**config.mk**
```make
export PLATFORM = sky130hd
export DESIGN_NAME = watch_set_ctrl
export DESIGN_NICKNAME = d
export VERILOG_FILES = /design/src/rtl/watch_set_ctrl.sv
export SDC_FILE = /design/constraint.sdc
export NUM_CORES = 1
export LEC_CHECK = 0
export CAP_MARGIN = 20
export CORE_MARGIN = 2
export CORE_UTILIZATION = 55
export CTS_CLUSTER_SIZE = 20
export DETAILED_ROUTE_END_ITERATION = 6
export PLACE_DENSITY = 0.87
export SLEW_MARGIN = 30
export SYNTH_ARGS = -nofsm -noshare
export SYNTH_HDL_FRONTEND = slang
export SYNTH_SLANG_ARGS = --single-unit
```
**constraint.sdc**
```tcl
create_clock -name clk -period 6.1 [get_ports clk]
set_input_delay 1.22 -clock clk [delete_from_list [all_inputs] [get_ports clk]]
set_output_delay 1.22 -clock clk [all_outputs]
set_load 0.005 [all_outputs]
```
**src/rtl/watch_set_ctrl.sv**
```systemverilog
// Watch timekeeping and time-set controller: six BCD digits advanced by a 1 Hz
// enable in RUN, frozen and edited digit-by-digit (with blink) in SET.
module watch_set_ctrl #(
    parameter int BLINK_DIV = 3000000,
    parameter int IDLE_SEC  = 30
) (
    input  logic       clk,
    input  logic       rst_n,
    input  logic       tick,
    input  logic       btn_mode,
    input  logic       btn_left,
    input  logic       btn_right,
    input  logic       btn_up,
    input  logic       btn_down,
    output logic [3:0] sec0,
    output logic [3:0] sec1,
    output logic [3:0] min0,
    output logic [3:0] min1,
    output logic [3:0] hrs0,
    output logic [3:0] hrs1,
    output logic [5:0] digit_sel,
    output logic [5:0] blank,
    output logic       set_mode
);

    localparam int BW = (BLINK_DIV > 1) ? $clog2(BLINK_DIV) : 1;
    localparam int IW = (IDLE_SEC > 0) ? $clog2(IDLE_SEC + 1) : 1;
    localparam logic [BW-1:0] BLINK_LAST = BW'(BLINK_DIV - 1);
    localparam logic [IW-1:0] IDLE_LIMIT = IW'(IDLE_SEC);

    // index 0 = sec0 ... index 5 = hrs1, matching digit_sel bit order
    typedef logic [5:0][3:0] time_t;

    typedef enum logic {
        ST_RUN = 1'b0,
        ST_SET = 1'b1
    } state_t;

    state_t        state_q, state_d;
    time_t         time_q, time_d;
    logic [5:0]    sel_q, sel_d;
    logic [BW-1:0] blink_q, blink_d;
    logic          hidden_q, hidden_d;
    logic [IW-1:0] idle_q, idle_d;
    logic [5:0]    blank_q;

    function automatic logic [3:0] digit_max(input int idx, input logic [3:0] h1);
        logic [3:0] mx;
        case (idx)
            0, 2:    mx = 4'd9;
            1, 3:    mx = 4'd5;
            4:       mx = (h1 == 4'd2) ? 4'd3 : 4'd9;
            default: mx = 4'd2;
        endcase
        return mx;
    endfunction

    function automatic time_t advance(input time_t t);
        time_t n;
        n = t;
        if (t[0] != 4'd9) begin
            n[0] = t[0] + 4'd1;
        end else begin
            n[0] = 4'd0;
            if (t[1] != 4'd5) begin
                n[1] = t[1] + 4'd1;
            end else begin
                n[1] = 4'd0;
                if (t[2] != 4'd9) begin
                    n[2] = t[2] + 4'd1;
                end else begin
                    n[2] = 4'd0;
                    if (t[3] != 4'd5) begin
                        n[3] = t[3] + 4'd1;
                    end else begin
                        n[3] = 4'd0;
                        // hours roll 23 -> 00, otherwise plain BCD ripple
                        if (t[5] == 4'd2 && t[4] == 4'd3) begin
                            n[5] = 4'd0;
                            n[4] = 4'd0;
                        end else if (t[4] == 4'd9) begin
                            n[4] = 4'd0;
                            n[5] = t[5] + 4'd1;
                        end else begin
                            n[4] = t[4] + 4'd1;
                        end
                    end
                end
            end
        end
        return n;
    endfunction

    function automatic time_t edit(input time_t t, input logic [5:0] sel, input logic up);
        time_t      n;
        logic [3:0] mx;
        n  = t;
        mx = 4'd0;
        for (int i = 0; i < 6; i++) begin
            if (sel[i]) begin
                mx = digit_max(i, t[5]);
                if (up) begin
                    n[i] = (t[i] >= mx) ? 4'd0 : t[i] + 4'd1;
                end else begin
                    n[i] = (t[i] == 4'd0 || t[i] > mx) ? mx : t[i] - 4'd1;
                end
            end
        end
        // raising hrs1 to 2 may leave hrs0 above 3
        if (n[5] == 4'd2 && n[4] > 4'd3) begin
            n[4] = 4'd3;
        end
        return n;
    endfunction

    always_ff @(posedge clk or negedge rst_n) begin
        if (!rst_n) begin
            state_q  <= ST_RUN;
            time_q   <= '0;
            sel_q    <= 6'b000001;
            blink_q  <= '0;
            hidden_q <= 1'b0;
            idle_q   <= '0;
            blank_q  <= '0;
        end else begin
            state_q  <= state_d;
            time_q   <= time_d;
            sel_q    <= sel_d;
            blink_q  <= blink_d;
            hidden_q <= hidden_d;
            idle_q   <= idle_d;
            blank_q  <= hidden_d ? sel_d : 6'b000000;
        end
    end

    always_comb begin
        state_d  = state_q;
        time_d   = time_q;
        sel_d    = sel_q;
        blink_d  = blink_q;
        hidden_d = hidden_q;
        idle_d   = idle_q;

        case (state_q)
            ST_RUN: begin
                blink_d  = '0;
                hidden_d = 1'b0;
                idle_d   = '0;
                if (tick) begin
                    time_d = advance(time_q);
                end
                if (btn_mode) begin
                    state_d = ST_SET;
                end
            end

            ST_SET: begin
                if (blink_q == BLINK_LAST) begin
                    blink_d  = '0;
                    hidden_d = ~hidden_q;
                end else begin
                    blink_d = blink_q + 1'b1;
                end
                if (tick && idle_q != IDLE_LIMIT) begin
                    idle_d = idle_q + 1'b1;
                end

                // one action per cycle, highest priority first
                if (btn_mode || idle_q == IDLE_LIMIT) begin
                    state_d  = ST_RUN;
                    blink_d  = '0;
                    hidden_d = 1'b0;
                    idle_d   = '0;
                end else if (btn_left || btn_right || btn_up || btn_down) begin
                    blink_d  = '0;
                    hidden_d = 1'b0;
                    idle_d   = '0;
                    if (btn_left) begin
                        sel_d = {sel_q[4:0], sel_q[5]};
                    end else if (btn_right) begin
                        sel_d = {sel_q[0], sel_q[5:1]};
                    end else if (btn_up) begin
                        time_d = edit(time_q, sel_q, 1'b1);
                    end else begin
                        time_d = edit(time_q, sel_q, 1'b0);
                    end
                end
            end

            default: begin
                state_d = ST_RUN;
            end
        endcase
    end

    assign sec0      = time_q[0];
    assign sec1      = time_q[1];
    assign min0      = time_q[2];
    assign min1      = time_q[3];
    assign hrs0      = time_q[4];
    assign hrs1      = time_q[5];
    assign digit_sel = sel_q;
    assign blank     = blank_q;
    assign set_mode  = (state_q == ST_SET);

endmodule

```
==> impl_metrics.ini, run 1 <==
[status]
outcome = complete, no violations

[sta]
rsz0062_at_grt = false
fin_crit_sh = 0.5643
report.final.slew_viol_count = 0
slew_headroom = 0.4280
tightest_slew_ns = 0.8580
clock_skew_ns = 0.01028
hold_ws_ns = 0.4924
setup_viol = 0
min_period_ns = 3.442
fmax_mhz = 290.5
fin_ws_ns = 2.658
setup_tns_ns = 0
finalHoldViolCount = 0

[global_routing]
antenna_found_initial = 0
grt_usage = 0.2627
gr-total-overflow = 0
grt_pass1_wl_mm = 20.49
grt_max_degree = 66
grt_pass1_vias = 4284

[critical_path]
worstSetupEndpointType = register
ff2ff_path_depth = 5
cp_slowest_stage_delay_ns = 0.78
path_max_fanout = 19
critPathLaunchType = primary input
crit_buf_inv = 2
reg2reg_to = blink_q[1]
crit_family = buffers and inverters
r2r_slack_ns = 3.24
crit_chain = clkdlybuf4s50_1, inv_1, nand2_1, or4_1, o221ai_1
worstReg2RegStart = set_mode
arrival_ns = 3.71
cp_slowest_cell = clkdlybuf4s50_1
critical_path_class = in2reg
cp.required_ns = 6.37

[hold_path]
holdPathStages = 1
worstHoldStart = blink_q[0]
hold_class = reg2reg
min_to = blink_q[0]

[drt]
viasPerCell = 6.443
firstDrtPassIters = 5
drc = 0
vias = 4484
drt_iter0_markers = 434
routed_wl_mm = 12.03
wire_per_inst_um = 17.28
ant_nets = 0

[clock_tree]
clk_pin_slew_worst_paths_ns = 0.08
h-tree-depth = 3
clock-sinks = 65
cts_root_buf = clkbuf_8
cts_tree = done
cts.path.max_buffers = 2
cts.repair.resized = 0
clk-insertion-delay-late_ns = 0.35
numCtsBuffers = 9
postCtsSetupRepairBufs = 0
hold_buffers = 0

[pwr]
power_density_mw_per_mm2 = 296.7
power_frac_seq = 0.381
switching_share = 0.3970
internal_power_mw = 0.9695
switchingPower_mw = 0.6382
irDropWorstVdd_v = 0.0002615
p_leak_nw = 2.158
finalPower_mw = 1.608
p_clk_frac = 0.238
combPwrFrac = 0.381

[place]
dpl_worst_slack_ns = 2.272
place_hpwl_mm = 8.350
place_area_sq_mm = 0.005216
gp_routability_congestion = 0.9033
place_inst = 680
portBuffers = 44

[floorplanning]
rows = 33
die_height_um = 96.99
start_util = 0.5730
die_x_um = 96.99
io_pins = 45
coreArea_sq_mm = 0.008299
floorplan.die_area_sq_mm = 0.009407

[final_layout]
nets = 618
syn2layout_area_growth_pct = 13.94
num-fill-cells = 667
final_area_sq_mm = 0.005419
fin_util = 0.6529
drive_above_1_share = 0.06261
num_antenna_cells = 0
final_cells = 696

[flow_run]
drv_cap = 0

[logic_synthesis]
ys_seq_elements = 65
syn-cell-area_sq_mm = 0.004756
netlist_instances = 557
synth_nets = 589
synth-main-ff-cell = dfrtp_1
syn_avg_cell_area_sq_um = 8.538
synth_edf_count = 0
ys_seq_area_frac = 0.3423
yosysUniqueCellTypes = 71
async_flop_share = 1.000
yosys_warnings = 0
==> routing by layer <==
metal / global-route usage / wire length (um) / vias up
met5: 0 / 0 / -
met4: 0.1018 / 232 / 0
met3: 0.06069 / 918 / 23
met2: 0.4225 / 5860 / 202
met1: 0.3448 / 5013 / 2164
li1: - / - / 2095
==> sequential cells by signal, indices dropped and copies added, names as in the netlist <==
register / cells
hrs1: 4
sec0: 4
hidden_q: 1
min1: 4
digit_sel: 6
blank: 6
blink_q: 22
min0: 4
hrs0: 4
set_mode: 1
sec1: 4
idle_q: 5
==> layout by cell type, fill, tap and decap left out, drive strengths merged, types with 14 or more instances in the layout <==
master / Yosys / final
clkdlybuf4s50: 0 / 43
nand4: 14 / 14
ha: 24 / 24
dfrtp: 64 / 64
xnor2: 21 / 21
nand2: 33 / 33
inv: 32 / 34
nand3: 26 / 26
nor3: 18 / 18
o21ai: 31 / 31
nor2: 56 / 56
a21oi: 39 / 39
nor2b: 17 / 17
==> synthesized netlist by cell type, types with 6 or more instances <==
| master | count | area, sq um |
|---|---|---|
| nand2b_1 | 13 | 81.33 |
| o22ai_1 | 7 | 43.79 |
| inv_1 | 32 | 120.1 |
| ha_1 | 24 | 300.3 |
| and2_1 | 6 | 37.54 |
| clkbuf_1 | 15 | 56.30 |
| nand4_1 | 12 | 75.07 |
| xor2_1 | 7 | 61.31 |
| xnor2_1 | 21 | 183.9 |
| nand3_1 | 25 | 125.1 |
| and3_1 | 8 | 50.05 |
| nor3_1 | 17 | 85.08 |
| a211oi_1 | 7 | 52.55 |
| nor2b_1 | 17 | 106.4 |
| a32oi_1 | 10 | 87.58 |
| dfrtp_1 | 64 | 1602 |
| o31ai_1 | 6 | 45.04 |
| o21ai_0 | 30 | 150.1 |
| nor2_1 | 54 | 202.7 |
| nand2_1 | 33 | 123.9 |
| a21oi_1 | 39 | 195.2 |
| buf_2 | 10 | 50.05 |
==> how the worst max path moves through the flow <==
stage	from	slack, ns	to	cells after the start
after floorplan	btn_up	3.53	hrs1[0]	6
final	btn_up	2.66	hrs1[3]	5
after global routing	btn_up	2.51	hrs1[3]	5
after CTS	btn_up	2.63	hrs1[3]	5
after detailed placement	btn_up	2.27	hrs1[3]	5
after global placement	btn_up	2.36	hrs1[3]	5
==> kinds of logic after synthesis <==
logic type | after synthesis | share of synthesized area
simple gates | 225 | 0.2628
flops | 65 | 0.3423
fa+ha+maj | 24 | 0.06314
buf+inv | 60 | 0.04999
compound gates | 150 | 0.2197
mux | 5 | 0.01052
xor+xnor | 28 | 0.05157
==> area by class of cell <==
| type | count | area [sq um] | area share |
|---|---|---|---|
| clock buffers | 9 | 123.9 | 0.02286 |
| well taps | 105 | 131.4 | 0.02424 |
| repair buffers | 45 | 442.9 | 0.08174 |
| flip-flops and latches | 65 | 1629 | 0.3006 |
| clock inverters | 7 | 77.57 | 0.01432 |
| inverters | 33 | 123.9 | 0.02286 |
| multi-input cells | 432 | 2890 | 0.5334 |
==> worst register-to-register path, stage by stage (launching register included) <==
cell and delay [ns]:
dfrtp_2 0.74, nor2b_1 0.53, and2_1 0.31, nand3_1 0.27
nand2b_1 0.64, nor2_1 0.28
==> power by group through the flow <==
stage / clock, mW / sequential, mW / combinational (mW)
floorplan: 0 / 0.560 / 0.440
global placement: 0 / 0.613 / 0.587
detailed placement: 0 / 0.617 / 0.604
CTS: 0.388 / 0.611 / 0.607
global route: 0.409 / 0.629 / 0.691
finish: 0.383 / 0.612 / 0.612
Power figures use the tool's default switching activity.
==> run 2, diff against run 1 <==
--- a/config.mk
+++ b/config.mk
@@ -7,10 +7,10 @@
 export LEC_CHECK = 0
 export CAP_MARGIN = 20
 export CORE_MARGIN = 2
-export CORE_UTILIZATION = 55
+export CORE_UTILIZATION = 53
 export CTS_CLUSTER_SIZE = 20
 export DETAILED_ROUTE_END_ITERATION = 6
-export PLACE_DENSITY = 0.87
+export PLACE_DENSITY = 0.88
 export SLEW_MARGIN = 30
 export SYNTH_ARGS = -nofsm -noshare
 export SYNTH_HDL_FRONTEND = slang
==> constraint.sdc (replaced) <==
create_clock -name clk -period 3.1 [get_ports clk]
set_input_delay 0.62 -clock clk [delete_from_list [all_inputs] [get_ports clk]]
set_output_delay 0.62 -clock clk [all_outputs]
set_load 0.005 [all_outputs]
==> run 2 against run 1 <==
Clock skew grew 0.00062 ns; non-clock buffer count grew 9; critical path depth grew 5; final area grew 1.4%; worst hold slack lost 0.22 ns; clock power grew 89%; die area grew 3.6%; sequential cell count is the same.
==> impl_metrics.ini, run 2 (synthesis results as in run 1) <==
[status]
outcome = complete, no violations

[drt]
firstDrtPassIters = 6
vias = 4523
drc = 0
routed_wl_mm = 12.25
viasPerCell = 6.379
ant_nets = 0
wire_per_inst_um = 17.28
drt_iter0_markers = 423

[floorplanning]
start_util = 0.5453
die_height_um = 98.73
die_x_um = 98.73
coreArea_sq_mm = 0.008721
floorplan.die_area_sq_mm = 0.009747
io_pins = 45
rows = 34

[critical_path]
crit_buf_inv = 2
ff2ff_path_depth = 10
worstSetupEndpointType = register
path_max_fanout = 9
crit_path_start = hrs1[0]
arrival_ns = 2.97
r2r_slack_ns = 0.38
crit_family = compound AO/OA/AOI/OAI gates
worstReg2RegStart = hrs1[0]
reg2reg_to = hrs0[3]
crit_chain = inv_1, ha_1, nand2_1, inv_1, ha_1, o21ai_0, o211a_1, mux2i_1, a32oi_1, o21ai_0
cp_slowest_cell = dfrtp_1
cp_slowest_stage_delay_ns = 0.52
critical_path_class = reg2reg
cp.required_ns = 3.36
critPathLaunchType = register

[pwr]
p_leak_nw = 2.206
irDropWorstVdd_v = 0.0005112
power_density_mw_per_mm2 = 578.3

[sta]
setup_tns_ns = 0
fin_crit_sh = 0.8761
min_period_ns = 2.716
finalHoldViolCount = 0
slew_headroom = 0.5430
tightest_slew_ns = 0.6856
fmax_mhz = 368.2
setup_viol = 0
rsz0062_at_grt = false
clock_skew_ns = 0.01090
report.final.slew_viol_count = 0

[clock_tree]
clk-insertion-delay-late_ns = 0.35
postCtsSetupRepairBufs = 0
cts.path.max_buffers = 2
h-tree-depth = 3
clk_pin_slew_worst_paths_ns = 0.08
cts.repair.resized = 0
clock-sinks = 65
cts_root_buf = clkbuf_8
hold_buffers = 0
cts_tree = done
numCtsBuffers = 9

[flow_run]
drv_cap = 0

[final_layout]
nets = 627
regMostFlops = blink_q
largest_reg_flops = 22
final_cells = 709
num-fill-cells = 714
layout_common_cells = 64 x dfrtp_1, 54 x nor2_1, 43 x clkdlybuf4s50_1
syn2layout_area_growth_pct = 15.57
mostFrequentLayoutCell = dfrtp_1
drive_above_1_share = 0.07500

[global_routing]
gr-total-overflow = 0
grt_usage = 0.2574
antenna_found_initial = 1
grt_pass1_vias = 4340
grt_pass1_wl_mm = 20.56
grt_max_degree = 45

[place]
gp_routability_congestion = 0.9044
place_hpwl_mm = 8.884
place_inst = 692
portBuffers = 44

[hold_path]
hold_class = in2async
==> run 2: final cells by class <==
type                    count  area, sq um  area share
diodes                      1        2.502   0.0004553
clock buffers               9        123.9     0.02254
clock inverters             7        70.07     0.01275
inverters                  33        123.9     0.02254
multi-input cells         432         2890      0.5258
flip-flops and latches     65         1628      0.2962
well taps                 108        135.1     0.02458
repair buffers             54        523.0     0.09515
==> run 2: per-stage QoR <==
stage / hold WS, ns / worst slack (ns) / instance area (sq um) / power [mW] / util
after floorplan: 0.3244 / 0.8659 / 4756 / 1.967 / -
after global placement: 0.4732 / 0.4723 / 5300 / 2.374 / 0.6077
after detailed placement: 0.4944 / 0.4183 / 5300 / 2.430 / 0.6077
after CTS: 0.2810 / 0.4048 / 5494 / 3.160 / 0.6300
after global routing: 0.2912 / 0.1039 / 5497 / 3.383 / 0.6303
final: 0.2712 / 0.3840 / 5497 / 3.178 / 0.6303
==> run 2: how the worst max path moves through the flow <==
stage,depth (start not counted),endpoint
after floorplan,10,hrs0[3]
after CTS,10,hrs0[0]
final,10,hrs0[3]
after global routing,10,hrs0[3]
after global placement,5,min0[2]
after detailed placement,5,min0[2]
==> run 2: where the power goes <==
part	switching, mW	leakage, nW	internal, mW
Clock	0.351	0.0994	0.371
Sequential	0.247	0.856	0.949
Combinational	0.664	1.25	0.597
==> run 2: layer usage <==
metal | GRT usage | vias to the layer above | routed length, um
li1 | - | 2117 | -
met1 | 0.3274 | 2171 | 5074
met3 | 0.06596 | 35 | 830
met2 | 0.4233 | 200 | 6002
met5 | 0 | - | 0
met4 | 0.09800 | 0 | 341
==> run 3, diff against run 2 <==
--- a/config.mk
+++ b/config.mk
@@ -6,11 +6,13 @@
 export NUM_CORES = 1
 export LEC_CHECK = 0
 export CAP_MARGIN = 20
+export CELL_PAD_IN_SITES_DETAIL_PLACEMENT = 1
+export CELL_PAD_IN_SITES_GLOBAL_PLACEMENT = 1
 export CORE_MARGIN = 2
-export CORE_UTILIZATION = 53
+export CORE_UTILIZATION = 40
 export CTS_CLUSTER_SIZE = 20
 export DETAILED_ROUTE_END_ITERATION = 6
-export PLACE_DENSITY = 0.88
+export PLACE_DENSITY = 0.87
 export SLEW_MARGIN = 30
 export SYNTH_ARGS = -nofsm -noshare
 export SYNTH_HDL_FRONTEND = slang
==> run 3 against run 2 <==
Highest routed layer unchanged; cell count grew 4.9%; the run now ends with design-rule violations left; wire length up 15%; largest power group unchanged; non-clock buffer count grew 1; worst hold slack better by 0.20 ns; setup slack worse by 0.11 ns; critical path depth did not move; first-iteration DRC count is 41% lower; final area rose by 2.2%; clock skew is 0.0077 ns lower; sequential cell count unchanged; sequential share of layout area down 0.65 points.
==> impl_metrics.ini, run 3 (synthesis results as in run 1) <==
[floorplanning]
rows = 39
floorplan.die_area_sq_mm = 0.01278
io_pins = 45
die_height_um = 113.0
start_util = 0.4130
die_x_um = 113.0
coreArea_sq_mm = 0.01152

[status]
violations = design-rule violations
outcome = finished, violations left

[hold_path]
hold_class = in2async

[sta]
fmax_mhz = 353.2
report.final.slew_viol_count = 0
finalHoldViolCount = 0
clock_skew_ns = 0.003151
min_period_ns = 2.831
setup_viol = 0
rsz0062_at_grt = false
fin_ws_ns = 0.2691
hold_ws_ns = 0.4693
fin_crit_sh = 0.9132
setup_tns_ns = 0
tightest_slew_ns = 0.8591
slew_headroom = 0.4273

[drt]
ant_nets = 0
firstDrtPassIters = 6
vias = 4494
routed_wl_mm = 14.03
viasPerCell = 6.040
drc = 2
wire_per_inst_um = 18.86
drt_iter0_markers = 251

[flow_run]
drv_cap = 0

[clock_tree]
clk-insertion-delay-late_ns = 0.34
cts_root_buf = clkbuf_16
clk_pin_slew_worst_paths_ns = 0.06
h-tree-depth = 3
postCtsSetupRepairBufs = 0
cts.repair.resized = 0
hold_buffers = 0
cts_tree = done
numCtsBuffers = 9
cts.path.max_buffers = 2
clock-sinks = 65

[pwr]
p_clk_frac = 0.279
power_density_mw_per_mm2 = 612.3
switchingPower_mw = 1.324
irDropWorstVdd_v = 0.0003889
internal_power_mw = 2.117
combPwrFrac = 0.375
p_leak_nw = 2.250
power_frac_seq = 0.346
switching_share = 0.3847

[place]
place_area_sq_mm = 0.005339
dpl_worst_slack_ns = 0.2872
portBuffers = 44
gp_routability_congestion = 0.8955
place_hpwl_mm = 10.02

[global_routing]
antenna_found_initial = 0
grt_pass1_wl_mm = 23.61
gr-total-overflow = 0
grt_usage = 0.2272
grt_max_degree = 66
grt_pass1_vias = 4780

[final_layout]
regMostFlops = blink_q
num_antenna_cells = 0
syn2layout_area_growth_pct = 18.15
drive_above_1_share = 0.07654
largest_reg_flops = 22
mostFrequentLayoutCell = dfrtp_1
nets = 628
final_area_sq_mm = 0.005619
layout_common_cells = 64 x dfrtp_1, 54 x nor2_1, 43 x clkdlybuf4s50_1

[critical_path]
cp.required_ns = 3.35
crit_chain = inv_1, ha_1, nand2_1, inv_1, ha_1, o21ai_0, o211a_1, mux2i_1, o2bb2ai_1, a22oi_1
path_max_fanout = 9
cp_slowest_cell = dfrtp_1
critical_path_class = reg2reg
arrival_ns = 3.09
critPathLaunchType = register
cp_slowest_stage_delay_ns = 0.53
worstSetupEndpointType = register
-- run 3: per-stage QoR --
step | utilization | std cells | power [mW]
final | 0.4879 | 744 | 3.440
after global routing | 0.4879 | 744 | 3.669
after CTS | 0.4879 | 744 | 3.462
after detailed placement | 0.4636 | 728 | 2.467
after global placement | 0.4636 | 728 | 2.390
after floorplan | - | 557 | 1.967
-- run 3: final cells by class --
cell class,instances,area [sq um]
flip-flops and latches,65,1628
clock buffers,10,239.0
multi-input cells,432,2890
repair buffers,55,518.0
well taps,143,178.9
fillers,1368,5897
clock inverters,6,41.29
inverters,33,123.9
-- run 3: metal layers --
layer / track usage / wire length (um) / vias up
met3: 0.04660 / 549 / 26
li1: - / - / 2120
met1: 0.2840 / 6177 / 2256
met4: 0.08780 / 280 / 0
met2: 0.3864 / 7027 / 92
met5: 0 / 0 / -
-- run 3: power by group through the flow --
stage | Combinational (mW) | Sequential, mW | Clock [mW]
after floorplan | 0.866 | 1.10 | 0
after global placement | 1.21 | 1.18 | 0
after detailed placement | 1.27 | 1.20 | 0
after CTS | 1.29 | 1.19 | 0.987
after global routing | 1.43 | 1.22 | 1.02
final | 1.29 | 1.19 | 0.960
-- run 3: critical path: cells and delay by family (launching register included) --
kind / cells / cell delay [ns]
AOI/OAI and AO/OA: 4 / 0.92
adders and majority gates: 2 / 0.64
buffers and inverters: 2 / 0.22
DFF: 1 / 0.53
muxes: 1 / 0.32
and+or+nand+nor: 1 / 0.11
-- run 3: path summary, 6_finish.rpt --
| path | from | to | slack (ns) | cells past startpoint |
|---|---|---|---|---|
| setup / recovery | hrs1[0] | hrs0[0] | 0.27 | 10 |
| hold / removal | rst_n | blink_q[4] | 0.47 | 2 |
| setup reg to reg | hrs1[0] | hrs0[0] | 0.27 | 10 |
| hold reg to reg | blink_q[0] | blink_q[0] | 0.49 | 1 |
| max in group asynchronous | rst_n | sec1[2] | 2.07 | 2 |
| min in group clk | blink_q[0] | blink_q[0] | 0.49 | 1 |
